`src/rtl/int2flt_seq_if.sv`:
```
// Handshake bundle for int2flt_seq: integer input channel and packed float output channel.
interface int2flt_seq_if #(
  parameter int IW = 8,
  parameter int EW = 4
);
  logic [IW-1:0] in_data;
  logic          in_valid;
  logic          in_ready;
  logic [EW+IW:0] flt;
  logic          out_valid;
  logic          out_ready;

  modport master (
    output in_data, in_valid, out_ready,
    input  in_ready, flt, out_valid
  );

  modport slave (
    input  in_data, in_valid, out_ready,
    output in_ready, flt, out_valid
  );
endinterface

```
`src/rtl/int2flt_seq.sv`:
```
// Multi-cycle integer-to-float converter: captures an IW-bit integer, normalises one bit
// per cycle, and presents {sign, exp, frac} with valid/ready handshakes on both sides.
module int2flt_seq #(
  parameter int IW     = 8,
  parameter int EW     = 4,
  parameter int SIGNED = 1
) (
  input  logic          clk,
  input  logic          reset,
  int2flt_seq_if.slave  io,
  output logic          busy
);

  typedef enum logic [1:0] {
    IDLE = 2'd0,
    NORM = 2'd1,
    DONE = 2'd2
  } state_t;

  localparam logic [EW-1:0] EXP_FULL = EW'(IW);
  localparam logic [EW-1:0] EXP_ONE  = EW'(1);
  localparam logic [IW-1:0] FRAC_ONE = IW'(1);

  state_t         state_q, state_d;
  logic           sign_q, sign_d;
  logic [EW-1:0]  exp_q, exp_d;
  logic [IW-1:0]  frac_q, frac_d;
  logic           neg_s;
  logic [IW-1:0]  mag_s;

  // Sign/magnitude split; the most negative input wraps to 2^(IW-1) as unsigned.
  always_comb begin
    neg_s = 1'b0;
    mag_s = io.in_data;
    if ((SIGNED != 0) && io.in_data[IW-1]) begin
      neg_s = 1'b1;
      mag_s = ~io.in_data + FRAC_ONE;
    end else begin
      neg_s = 1'b0;
      mag_s = io.in_data;
    end
  end

  // Next-state and datapath update
  always_comb begin
    state_d = state_q;
    sign_d  = sign_q;
    exp_d   = exp_q;
    frac_d  = frac_q;
    case (state_q)
      IDLE: begin
        if (io.in_valid) begin
          if (mag_s == {IW{1'b0}}) begin
            sign_d  = 1'b0;
            exp_d   = {EW{1'b0}};
            frac_d  = {IW{1'b0}};
            state_d = DONE;
          end else begin
            sign_d  = neg_s;
            exp_d   = EXP_FULL;
            frac_d  = mag_s;
            state_d = mag_s[IW-1] ? DONE : NORM;
          end
        end else begin
          state_d = IDLE;
        end
      end
      NORM: begin
        frac_d  = frac_q << 1;
        exp_d   = exp_q - EXP_ONE;
        // The bit below the MSB becomes the leading one after this shift.
        if (frac_q[IW-2]) begin
          state_d = DONE;
        end else begin
          state_d = NORM;
        end
      end
      DONE: begin
        if (io.out_ready) begin
          state_d = IDLE;
        end else begin
          state_d = DONE;
        end
      end
      default: begin
        state_d = IDLE;
      end
    endcase
  end

  // State and result registers
  always_ff @(posedge clk) begin
    if (reset) begin
      state_q <= IDLE;
      sign_q  <= 1'b0;
      exp_q   <= {EW{1'b0}};
      frac_q  <= {IW{1'b0}};
    end else begin
      state_q <= state_d;
      sign_q  <= sign_d;
      exp_q   <= exp_d;
      frac_q  <= frac_d;
    end
  end

  assign io.in_ready  = (state_q == IDLE);
  assign io.out_valid = (state_q == DONE);
  assign busy         = (state_q != IDLE);
  assign io.flt       = {sign_q, exp_q, frac_q};

endmodule
```
`src/flat_wrapper.sv`:
```
// flat-port wrapper written by rule: the top's interface ports become plain ports
module int2flt_seq_flat 
#(
  parameter int IW     = 8,
  parameter int EW     = 4,
  parameter int SIGNED = 1
)
  (clk, reset, busy, io_in_data, io_in_valid, io_out_ready, io_in_ready, io_flt, io_out_valid);
  int2flt_seq_if #(.IW(IW), .EW(EW)) io_i ();
  input  logic clk;
  input  logic reset;
  output logic busy;
  input wire logic [$bits(io_i.in_data)-1:0] io_in_data;
  input wire logic [$bits(io_i.in_valid)-1:0] io_in_valid;
  input wire logic [$bits(io_i.out_ready)-1:0] io_out_ready;
  output wire logic [$bits(io_i.in_ready)-1:0] io_in_ready;
  output wire logic [$bits(io_i.flt)-1:0] io_flt;
  output wire logic [$bits(io_i.out_valid)-1:0] io_out_valid;
  assign io_i.in_data = io_in_data;
  assign io_i.in_valid = io_in_valid;
  assign io_i.out_ready = io_out_ready;
  assign io_in_ready = io_i.in_ready;
  assign io_flt = io_i.flt;
  assign io_out_valid = io_i.out_valid;
  int2flt_seq #(.IW(IW), .EW(EW), .SIGNED(SIGNED)) u_core (.clk(clk), .reset(reset), .io(io_i), .busy(busy));
endmodule
```
`config.mk`:
```
export PLATFORM = sky130hd
export DESIGN_NAME = int2flt_seq_flat
export DESIGN_NICKNAME = d
export VERILOG_FILES = /design/src/rtl/int2flt_seq_if.sv /design/src/rtl/int2flt_seq.sv /design/src/flat_wrapper.sv
export SDC_FILE = /design/constraint.sdc
export NUM_CORES = 1
export LEC_CHECK = 0
export CAP_MARGIN = 20
export CELL_PAD_IN_SITES_DETAIL_PLACEMENT = 0
export CELL_PAD_IN_SITES_GLOBAL_PLACEMENT = 1
export CORE_MARGIN = 2
export CORE_UTILIZATION = 36
export DETAILED_ROUTE_END_ITERATION = 16
export PLACE_DENSITY = 0.84
export SYNTH_ARGS = -nofsm -noshare
export SYNTH_HDL_FRONTEND = slang
export SYNTH_SLANG_ARGS = --single-unit
```
`constraint.sdc`:
```
create_clock -name clk -period 3.15 [get_ports clk]
set_clock_uncertainty 0.15 [all_clocks]
set_input_delay 0.63 -clock clk [delete_from_list [all_inputs] [get_ports clk]]
set_output_delay 0.63 -clock clk [all_outputs]
set_load 0.005 [all_outputs]
```
; ---- After elaboration in Yosys (flattened, before gate mapping)
; Index checks and enable logic that the tools add are counted.
[totals]
input_bits = 12
output_inout_bits = 16
ff_bits = 15
[classes]
eq_ne = 3
n_addsub = 2
n_mux = 15
bitwise = 1
reduce_logical = 6
[ops]
columns = cell, n
row1 = $mux W8, 3
row2 = $pmux W8 S2, 1
row3 = $mux W2, 5
row4 = $add A8 B1 Y8 const B, 1
row5 = $logic_not A8 Y1, 1
row6 = $mux W4, 2
row7 = $not A8 Y8, 1
row8 = $pmux W4 S2, 1
row9 = $pmux W2 S3, 1
row10 = $reduce_and A2 Y1, 2
row11 = $reduce_bool A2 Y1, 2
row12 = $sub A4 B1 Y4 const B, 1
row13 = $eq A2 B1 Y1 const B, 1
row14 = $eq A2 B2 Y1 const B, 1
row15 = $logic_not A2 Y1, 1
row16 = $mux W1, 2
row17 = $ne A2 B2 Y1 const B, 1

; ---- Longest topological paths before layout
; Gate-level depths: netlist of the first run.
[depth]
word_depth = 7
mapped_depth = 6
depth_no_buf = 6

; ---- Worst setup path after synthesis of the first run
; OpenSTA, ideal clock, no wires.
[synth_timing]
path_kind = input-to-reg
start = input io_in_data[5]
end = register u_core.exp_q[3]
path_slack_ns = 1.133
path_stages = 4
t_required_ns = 2.867
arrival_time_ns = 1.734
setup_ns = 0.133
path_cell_list = or4_4 > o32a_1 > a221oi_2 > o22ai_1
[synth_via]
elab_chain_cells = 7
[synth_lines]
columns = item, line
row1 = from (decl), flat_wrapper.sv:13  ; input wire logic [$bits(io_i.in_data)-1:0] io_in_data;
row2 = $not A8 Y8, int2flt_seq.sv:37  ; mag_s = ~io.in_data + FRAC_ONE;
row3 = $add A8 B1 Y8, int2flt_seq.sv:37
row4 = $mux W8 *, int2flt_seq.sv:35  ; if ((SIGNED != 0) && io.in_data[IW-1]) begin
row5 = $logic_not A8 Y1 *, int2flt_seq.sv:53  ; if (mag_s == {IW{1'b0}}) begin
row6 = $mux W4 *, int2flt_seq.sv:53
row7 = $mux W4 *, int2flt_seq.sv:52  ; if (io.in_valid) begin
row8 = $pmux W4 S2 *, int2flt_seq.sv:50  ; case (state_q)
row9 = to (signal assigned), int2flt_seq.sv:96  ; exp_q <= {EW{1'b0}};
row10 = to (signal assigned), int2flt_seq.sv:101  ; exp_q <= exp_d;
row11 = to (decl), int2flt_seq.sv:26  ; logic [EW-1:0] exp_q, exp_d;
; Every way passes the cells marked *; elsewhere a longest branch is shown, timed or not. The select of a mux whose other input is x is not followed.
; A chain may end at the register's enable or synchronous reset.

; ---- Worst setup path after layout of the first run
[layout_timing]
start = input io_in_data[7]
end = register u_core.state_q[1]
[layout_via]
elab_chain_cells = 7
word_cells_on_any_way = 8
classes_between = add/sub: 1 / mux: 5 / bitwise: 1 / reduce/logical: 1
[layout_lines]
columns = item, line
row1 = $not A8 Y8, int2flt_seq.sv:37
row2 = $add A8 B1 Y8, int2flt_seq.sv:37
row3 = $mux W8 *, int2flt_seq.sv:35
row4 = $logic_not A8 Y1 / $mux W2 (equally long branches), "int2flt_seq.sv:53, int2flt_seq.sv:62"
row5 = $mux W2 *, int2flt_seq.sv:53
row6 = $mux W2 *, int2flt_seq.sv:52
row7 = $pmux W2 S3 *, int2flt_seq.sv:50
row8 = to (signal assigned), int2flt_seq.sv:99  ; state_q <= state_d;
row9 = to (decl), int2flt_seq.sv:24  ; state_t state_q, state_d;
; Every way passes the cells marked *; elsewhere a longest branch is shown, timed or not.

==> results.py, run 1 <==
metrics = {
    "status": {
        "status": "finished, final reports clean",
    },
    "route": {
        "drc": 0,
        "ant_nets": 0,
        "vias_per_cell": 5.61,
        "drtPass1Iterations": 4,
        "dr.first_iter.drc_count": 9,
        "routedWlPerCell_um": 13.2,
        "vias": 954,
        "routed_wl_um": 2240,
    },
    "clock_tree": {
        "root_buffer": "clkbuf_4",
        "post-cts-setup-buffers": 0,
        "path_clk_slew_ns": 0.09,
        "clk_latency_ns": 0.28,
        "cts_tree": "done",
        "clkSinkCount": 15,
        "post_cts_resized": 0,
        "ctsHoldBuffers": 0,
        "cts_buffers": 3,
        "clk_path_buf_depth": 2,
        "h-tree-depth": 1,
    },
    "power_and_ir_drop": {
        "ir_drop_mv": 0.203,
        "p_leak_nw": 0.438,
        "powerDensity_nw_per_um2": 399,
    },
    "timing": {
        "finalHoldViolations": 0,
        "slew_headroom_pct": 58.0,
        "min_period_ns": 2.49,
        "rsz0062_at_grt": "no",
        "tightest_slew_ns": 0.628,
        "fmax_ghz": 0.402,
        "finalSetupTns_ns": 0,
        "slew_violations": 0,
        "hold_slack_ns": 0.310,
        "fin_crit_sh_pct": 78.9,
        "setup-violations-final": 0,
    },
    "logic_synthesis": {
        "synth_cell_types": 43,
        "ys_seq_elements": 15,
        "syn-num-nets": 128,
        "async_reset_ff_share_pct": 0,
        "synth-edff-count": 0,
        "ys.flop_type": "dfxtp_1",
        "syn_inst": 114,
        "seq_area_frac_synth_pct": 31.8,
        "synthesis.area_um2": 945,
        "ys_warn_count": 0,
        "avgSynthCellArea_um2": 8.29,
    },
    "critical_path": {
        "cp.required_ns": 3.19,
        "end_kind": "flip-flop",
        "critPathKind": "in2reg",
        "cp_max_fo": 17,
        "start_kind": "input port",
        "cp.arrival_ns": 2.53,
    },
    "grt": {
        "grt_max_degree": 19,
        "grt_pass1_wl_um": 3700,
        "overflow": 0,
        "antenna_found_initial": 0,
        "track_usage_pct": 14.6,
        "grt_pass1_vias": 817,
    },
    "die": {
        "row_count": 18,
        "core_um2": 2480,
        "start_util_pct": 38.1,
        "die_y_um": 55.2,
        "dieArea_um2": 3050,
        "ioPinCount": 28,
        "die_w_um": 55.2,
    },
    "layout": {
        "area_growth_pct": 33.8,
        "n_antenna_cell": 0,
        "fin_nets": 155,
        "drive_gt1_share_pct": 10.0,
    },
    "place": {
        "hpwl_um": 1750,
        "gp_congestion": 0.860,
        "portBuffers": 27,
    },
    "worst_hold_path": {
        "min_path_type": "reg2reg",
    },
    "run": {
        "maxCapViolations": 0,
    },
}
[layout by cell type, fill, tap and decap left out, types with 2 or more instances in the layout]
cell             Yosys  final
nand3b_1             2      2
a21oi_1              8      8
clkbuf_4             0      3
xnor2_1              2      2
nor2_1              11     11
or3_1                4      4
o31ai_1              2      2
inv_1                7      7
clkdlybuf4s50_1      0     27
buf_4                1      2
xor2_1               2      2
o2111ai_1            2      2
nand2_1              6      6
nor4_1               2      2
ha_1                 2      2
o21ai_0              3      3
o22ai_1              4      4
a22oi_1              6      6
nand2b_1             5      5
a221oi_2             2      2
dfxtp_1             15     15
o32a_1               2      2
[through the flow]
step	cells	power, mW	setup WS (ns)	area [um2]	util, %
after global routing	170	0.538	0.549	1260	51.0
final	170	0.505	0.665	1260	51.0
after CTS	170	0.508	0.728	1260	51.0
after detailed placement	166	0.401	0.436	1240	49.9
after floorplan	114	0.319	1.13	945	-
after global placement	166	0.398	0.502	1240	49.9
[state kept, by name (all words and copies together) (netlist names)]
signal          flops
u_core.frac_q       8
u_core.exp_q        4
u_core.state_q      2
u_core.sign_q       1
[where the power goes]
part           internal (mW)  switching [mW]
Clock                 0.0470          0.0626
Sequential             0.209          0.0202
Combinational         0.0925          0.0732
[kinds of logic after synthesis]
family,after synthesis,share of synthesized area (%)
AO/OA/AOI/OAI,37,28.7
adder cells (fa/ha/maj),2,2.65
flip-flops,15,31.8
XOR/XNOR,4,3.71
AND/OR/NAND/NOR,40,24.8
buffers and inverters,14,6.09
multiplexers,2,2.25
[area by class of cell]
type                       instances  area [um2]
fill                             258        1210
multi-input combinational         85         587
sequential                        15         300
timing repair buffer              29         285
tap                               30        37.5
inverter                           7        26.3
clock buffer                       3        22.5
clock inverter                     1        5.00
[layer usage]
metal  wire (um)  global-route usage, %  up-vias
li1            -                      -      478
met1        1090                   20.0      451
met2        1050                   23.5       23
met3          68                   1.41        2
met4          27                   5.92        0
met5           0                      0        -
[final timing paths]
check	start	end	slack, ns	depth (start not counted)
hold / removal	u_core.sign_q	u_core.sign_q	0.31	2
setup / recovery	io_in_data[7]	u_core.state_q[1]	0.66	5
setup reg to reg	u_core.state_q[0]	u_core.frac_q[5]	1.35	5
hold reg to reg	u_core.sign_q	u_core.sign_q	0.31	2
[synthesized netlist by cell type, types with 2 or more instances]
master	count	area (um2)
nor2_1	11	41.3
inv_1	7	26.3
nand2_1	6	22.5
o2111ai_1	2	17.5
a21oi_1	8	40.0
ha_1	2	25.0
dfxtp_1	15	300
a221oi_2	2	30.0
nor4_1	2	12.5
xnor2_1	2	17.5
o22ai_1	4	25.0
o31ai_1	2	15.0
a22oi_1	6	45.0
o32a_1	2	20.0
xor2_1	2	17.5
nand3b_1	2	15.0
nand2b_1	5	31.3
or3_1	4	25.0
clkbuf_1	4	15.0
o21ai_0	3	15.0
[critical path: stages]
cell and delay, ns:
clkdlybuf4s50_1 0.81, nand3_1 0.20, nor4_1 0.44, o2111ai_1 0.21, a221oi_2 0.24
No activity file was read; power rests on OpenSTA's default activity.
==> run 2, diff against run 1 <==
--- a/config.mk
+++ b/config.mk
@@ -9,9 +9,9 @@
 export CELL_PAD_IN_SITES_DETAIL_PLACEMENT = 0
 export CELL_PAD_IN_SITES_GLOBAL_PLACEMENT = 1
 export CORE_MARGIN = 2
-export CORE_UTILIZATION = 36
+export CORE_UTILIZATION = 33
 export DETAILED_ROUTE_END_ITERATION = 16
-export PLACE_DENSITY = 0.84
+export PLACE_DENSITY = 0.78
 export SYNTH_ARGS = -nofsm -noshare
 export SYNTH_HDL_FRONTEND = slang
 export SYNTH_SLANG_ARGS = --single-unit
==> constraint.sdc (replaced) <==
create_clock -name clk -period 2.5 [get_ports clk]
set_clock_uncertainty 0.15 [all_clocks]
set_input_delay 0.5 -clock clk [delete_from_list [all_inputs] [get_ports clk]]
set_output_delay 0.5 -clock clk [all_outputs]
set_load 0.005 [all_outputs]
==> results.py, run 2 (synthesized netlist as in run 1, its figures left out) <==
metrics = {
    "status": {
        "status": "finished, final reports clean",
    },
    "place": {
        "hpwl_um": 1900,
        "dp.cells": 176,
        "place_area_um2": 1310,
        "portBuffers": 27,
        "gp_congestion": 0.926,
    },
    "power_and_ir_drop": {
        "p_leak_nw": 0.478,
        "p_clk_share_pct": 21.9,
        "internal-power_mw": 0.453,
        "power_frac_comb_pct": 34.1,
        "swShare_pct": 30.9,
        "sequentialPowerShare_pct": 43.9,
        "ir_drop_mv": 0.277,
        "powerDensity_nw_per_um2": 493,
        "netSwitchingPower_mw": 0.203,
    },
    "timing": {
        "tightest_slew_ns": 0.480,
        "slew_headroom_pct": 67.9,
        "finalHoldViolations": 0,
        "setup-violations-final": 0,
        "fin_crit_sh_pct": 86.9,
        "fmax_ghz": 0.460,
        "rsz0062_at_grt": "no",
        "slew_violations": 0,
        "finalSetupTns_ns": 0,
        "min_period_ns": 2.17,
    },
    "layout": {
        "layout_common_cells": "clkdlybuf4s50_1, dfxtp_1, nor2_1, buf_4, a21oi_1",
        "area_growth_pct": 40.9,
        "n_antenna_cell": 0,
        "top_regs": "u_core.frac_q x8, u_core.exp_q x4, u_core.state_q x2",
        "top_register": "u_core.frac_q",
        "fin_nets": 164,
        "final_cell_count_no_fill": 180,
        "design_area_um2": 1330,
        "largest_reg_flops": 8,
        "final_common_cell": "clkdlybuf4s50_1",
        "drive_gt1_share_pct": 14.8,
    },
    "die": {
        "die_w_um": 57.5,
        "row_count": 19,
        "start_util_pct": 34.6,
        "ioPinCount": 28,
        "core_um2": 2730,
        "die_y_um": 57.5,
        "dieArea_um2": 3310,
    },
    "grt": {
        "track_usage_pct": 15.4,
        "grt_pass1_vias": 858,
        "grt_max_degree": 13,
        "antenna_found_initial": 0,
        "grt_pass1_wl_um": 3970,
        "overflow": 0,
    },
    "clock_tree": {
        "root_buffer": "clkbuf_4",
        "cts_buffers": 3,
        "post_cts_resized": 0,
        "path_clk_slew_ns": 0.09,
        "h-tree-depth": 1,
        "cts_tree": "done",
        "clkSinkCount": 15,
        "post-cts-setup-buffers": 0,
        "ctsHoldBuffers": 0,
        "clk_path_buf_depth": 2,
        "clk_latency_ns": 0.29,
    },
    "run": {
        "maxCapViolations": 0,
    },
    "route": {
        "dr.first_iter.drc_count": 20,
        "routedWlPerCell_um": 13.4,
        "vias_per_cell": 5.44,
        "vias": 979,
        "drc": 0,
        "drtPass1Iterations": 4,
        "routed_wl_um": 2410,
        "ant_nets": 0,
    },
    "critical_path": {
        "cp-startpoint": "io_in_data[5]",
        "critPathKind": "in2reg",
        "cp_max_fo": 5,
        "cp.arrival_ns": 2.19,
        "cp.required_ns": 2.52,
        "r2r-start": "u_core.state_q[0]",
        "reg2regPathDepth": 3,
        "start_kind": "input port",
        "crit_end": "u_core.exp_q[3]",
        "r2r-end": "u_core.state_q[0]",
        "end_kind": "flip-flop",
        "reg2reg_slack_ns": 0.75,
    },
    "worst_hold_path": {
        "min_path_type": "reg2reg",
    },
}
==> run 2: cell count changes in the layout (fill, tap and decap cells not counted) <==
| cell | previous run | this run |
|---|---|---|
| clkinv_2 | 1 | 0 |
| clkbuf_1 | 0 | 1 |
| buf_4 | 2 | 11 |
==> run 2: area by class of cell <==
type	instances	area (um2)
timing repair buffer	38	353
clock buffer	4	26.3
sequential	15	300
fill	279	1400
inverter	7	26.3
tap	31	38.8
multi-input combinational	85	587
==> run 2: per-layer routing <==
metal	vias to the layer above	wire (um)	track usage, %
li1	500	-	-
met2	30	1120	24.5
met3	5	107	1.59
met5	-	0	0
met4	0	48	6.98
met1	444	1130	21.0
==> run 2: per-stage QoR <==
stage	worst slack, ns	hold WS (ns)	power [mW]	util, %
after floorplan	0.613	0.287	0.402	-
after global placement	0.0357	0.299	0.515	47.7
after detailed placement	0.0149	0.304	0.519	47.7
after CTS	0.324	0.317	0.663	48.7
after global routing	0.153	0.370	0.699	48.7
final	0.326	0.311	0.656	48.7
==> run 2: how the worst min path moves through the flow <==
| stage | start | end | slack, ns | depth (start not counted) |
|---|---|---|---|---|
| after floorplan | u_core.sign_q | u_core.sign_q | 0.29 | 2 |
| after CTS | u_core.sign_q | u_core.sign_q | 0.32 | 2 |
| after global routing | u_core.sign_q | u_core.sign_q | 0.37 | 2 |
| after global placement | u_core.sign_q | u_core.sign_q | 0.30 | 2 |
| final | u_core.sign_q | u_core.sign_q | 0.31 | 2 |
| after detailed placement | u_core.sign_q | u_core.sign_q | 0.30 | 2 |
==> run 2: critical path: stages <==
cell and delay (ns):
clkdlybuf4s50_1 0.42, or4_4 0.57, o32a_1 0.19, a221oi_2 0.37, o22ai_1 0.14
==> run 2: power groups by stage <==
stage	logic, mW	clock network, mW	registers (mW)
floorplan	0.114	0	0.287
global placement	0.221	0	0.294
detailed placement	0.225	0	0.294
CTS	0.225	0.149	0.289
global route	0.248	0.158	0.294
finish	0.224	0.144	0.288
==> run 3, diff against run 2 <==
--- a/config.mk
+++ b/config.mk
@@ -5,12 +5,15 @@
 export SDC_FILE = /design/constraint.sdc
 export NUM_CORES = 1
 export LEC_CHECK = 0
+export ABC_CLOCK_PERIOD_IN_PS = 2500
 export CAP_MARGIN = 20
 export CELL_PAD_IN_SITES_DETAIL_PLACEMENT = 0
 export CELL_PAD_IN_SITES_GLOBAL_PLACEMENT = 1
+export CORE_ASPECT_RATIO = 0.5
 export CORE_MARGIN = 2
 export CORE_UTILIZATION = 33
 export DETAILED_ROUTE_END_ITERATION = 16
+export GPL_TIMING_DRIVEN = 1
 export PLACE_DENSITY = 0.78
 export SYNTH_ARGS = -nofsm -noshare
 export SYNTH_HDL_FRONTEND = slang
==> results.py, run 3 (synthesized netlist as in run 1, its figures left out) <==
metrics = {
    "clock_tree": {
        "ctsHoldBuffers": 0,
        "path_clk_slew_ns": 0.06,
        "clk_path_buf_depth": 2,
        "cts_buffers": 3,
        "clkSinkCount": 15,
        "clk_latency_ns": 0.25,
        "h-tree-depth": 1,
        "root_buffer": "clkbuf_8",
        "cts_tree": "done",
        "post_cts_resized": 0,
        "post-cts-setup-buffers": 0,
    },
    "place": {
        "place_area_um2": 1310,
        "gp_congestion": 0.776,
        "hpwl_um": 1950,
        "portBuffers": 27,
    },
    "critical_path": {
        "reg2regPathDepth": 3,
        "r2r-start": "u_core.state_q[0]",
        "cp.arrival_ns": 2.13,
        "end_kind": "flip-flop",
        "start_kind": "input port",
        "critPathKind": "in2reg",
        "cp_max_fo": 5,
        "reg2reg_slack_ns": 0.76,
        "cp-startpoint": "io_in_data[5]",
        "cp.required_ns": 2.48,
        "r2r-end": "u_core.state_q[0]",
    },
    "grt": {
        "antenna_found_initial": 0,
        "grt_pass1_wl_um": 4310,
        "grt_max_degree": 16,
        "overflow": 0,
        "grt_pass1_vias": 896,
        "track_usage_pct": 16.9,
    },
    "layout": {
        "drive_gt1_share_pct": 14.9,
        "area_growth_pct": 43.0,
        "layout_common_cells": "clkdlybuf4s50_1, dfxtp_1, nor2_1",
        "fill_cells": 272,
        "design_area_um2": 1350,
        "n_antenna_cell": 0,
        "top_regs": "u_core.frac_q x8, u_core.exp_q x4, u_core.state_q x2",
        "top_register": "u_core.frac_q",
        "largest_reg_flops": 8,
        "fin_nets": 163,
        "final_common_cell": "clkdlybuf4s50_1",
    },
    "route": {
        "drtPass1Iterations": 5,
        "vias_per_cell": 5.27,
        "ant_nets": 0,
        "routedWlPerCell_um": 13.6,
        "dr.first_iter.drc_count": 61,
        "vias": 975,
        "routed_wl_um": 2510,
        "drc": 0,
    },
    "timing": {
        "min_period_ns": 2.15,
        "fin_crit_sh_pct": 86.2,
        "finalHoldViolations": 0,
        "fmax_ghz": 0.464,
        "slew_headroom_pct": 72.4,
        "tightest_slew_ns": 0.412,
        "finalSetupTns_ns": 0,
        "setup-violations-final": 0,
        "rsz0062_at_grt": "no",
        "slew_violations": 0,
    },
    "die": {
        "start_util_pct": 35.6,
        "die_w_um": 79.7,
        "dieArea_um2": 3330,
        "die_y_um": 41.8,
        "core_um2": 2650,
        "ioPinCount": 28,
        "row_count": 13,
    },
    "worst_hold_path": {
        "min_to": "u_core.sign_q",
        "hold_start": "u_core.sign_q",
        "hold_depth": 2,
        "min_path_type": "reg2reg",
    },
    "power_and_ir_drop": {
        "p_leak_nw": 0.484,
        "ir_drop_mv": 0.186,
        "powerDensity_nw_per_um2": 529,
    },
    "run": {
        "maxCapViolations": 0,
    },
    "status": {
        "status": "finished, final reports clean",
    },
}
[run 3: cell types whose count changed in the layout (fill, tap and decap cells not counted)]
cell / before / now
clkbuf_8: 0 / 3
clkinv_2: 0 / 1
clkbuf_4: 3 / 0
buf_4: 11 / 10
clkbuf_1: 1 / 0
[run 3: area by class of cell]
class	count	area, um2	share of cell area, %
clock buffers	3	41.3	3.06
clock inverters	1	5.00	0.370
inverters	7	26.3	1.94
multi-input cells	85	587	43.4
flip-flops and latches	15	300	22.2
well taps	37	46.3	3.43
repair buffers	37	345	25.6
[run 3: worst max-delay path by stage]
stage,endpoint,slack [ns],cells after the start
final,u_core.exp_q[3],0.35,5
after global routing,u_core.state_q[1],0.19,8
after CTS,u_core.exp_q[3],0.36,5
after detailed placement,u_core.exp_q[3],0.09,5
after global placement,u_core.exp_q[3],0.12,5
after floorplan,u_core.exp_q[3],0.61,4
[run 3: where the power goes]
| part | internal [mW] | leakage, nW | total [mW] | switching [mW] |
|---|---|---|---|---|
| combinational | 0.126 | 0.336 | 0.223 | 0.0974 |
| clock | 0.111 | 0.0255 | 0.201 | 0.0904 |
| sequential | 0.264 | 0.123 | 0.290 | 0.0260 |
[run 3: stage by stage]
stage               power [mW]  cells  hold slack [ns]  setup WS, ns  util (%)
floorplan                0.402    114            0.287         0.613         -
global placement         0.516    181            0.295         0.116      49.2
detailed placement       0.519    181            0.300        0.0907      49.2
CTS                      0.719    185            0.309         0.355      51.0
global route             0.757    185            0.319         0.188      51.0
finish                   0.714    185            0.303         0.346      51.0
[run 3: metal layers]
metal / GRT usage (%) / vias to the layer above / routed length, um
met5: 0 / - / 0
met4: 6.21 / 0 / 36
met3: 4.57 / 4 / 149
met2: 22.0 / 30 / 1000
met1: 25.9 / 450 / 1320
li1: - / 491 / -
[run 3: worst max-delay path, cell delays in order]
cell and delay (ns):
clkdlybuf4s50_1 0.42, or4_4 0.57, o32a_1 0.19, a221oi_2 0.33
o22ai_1 0.13
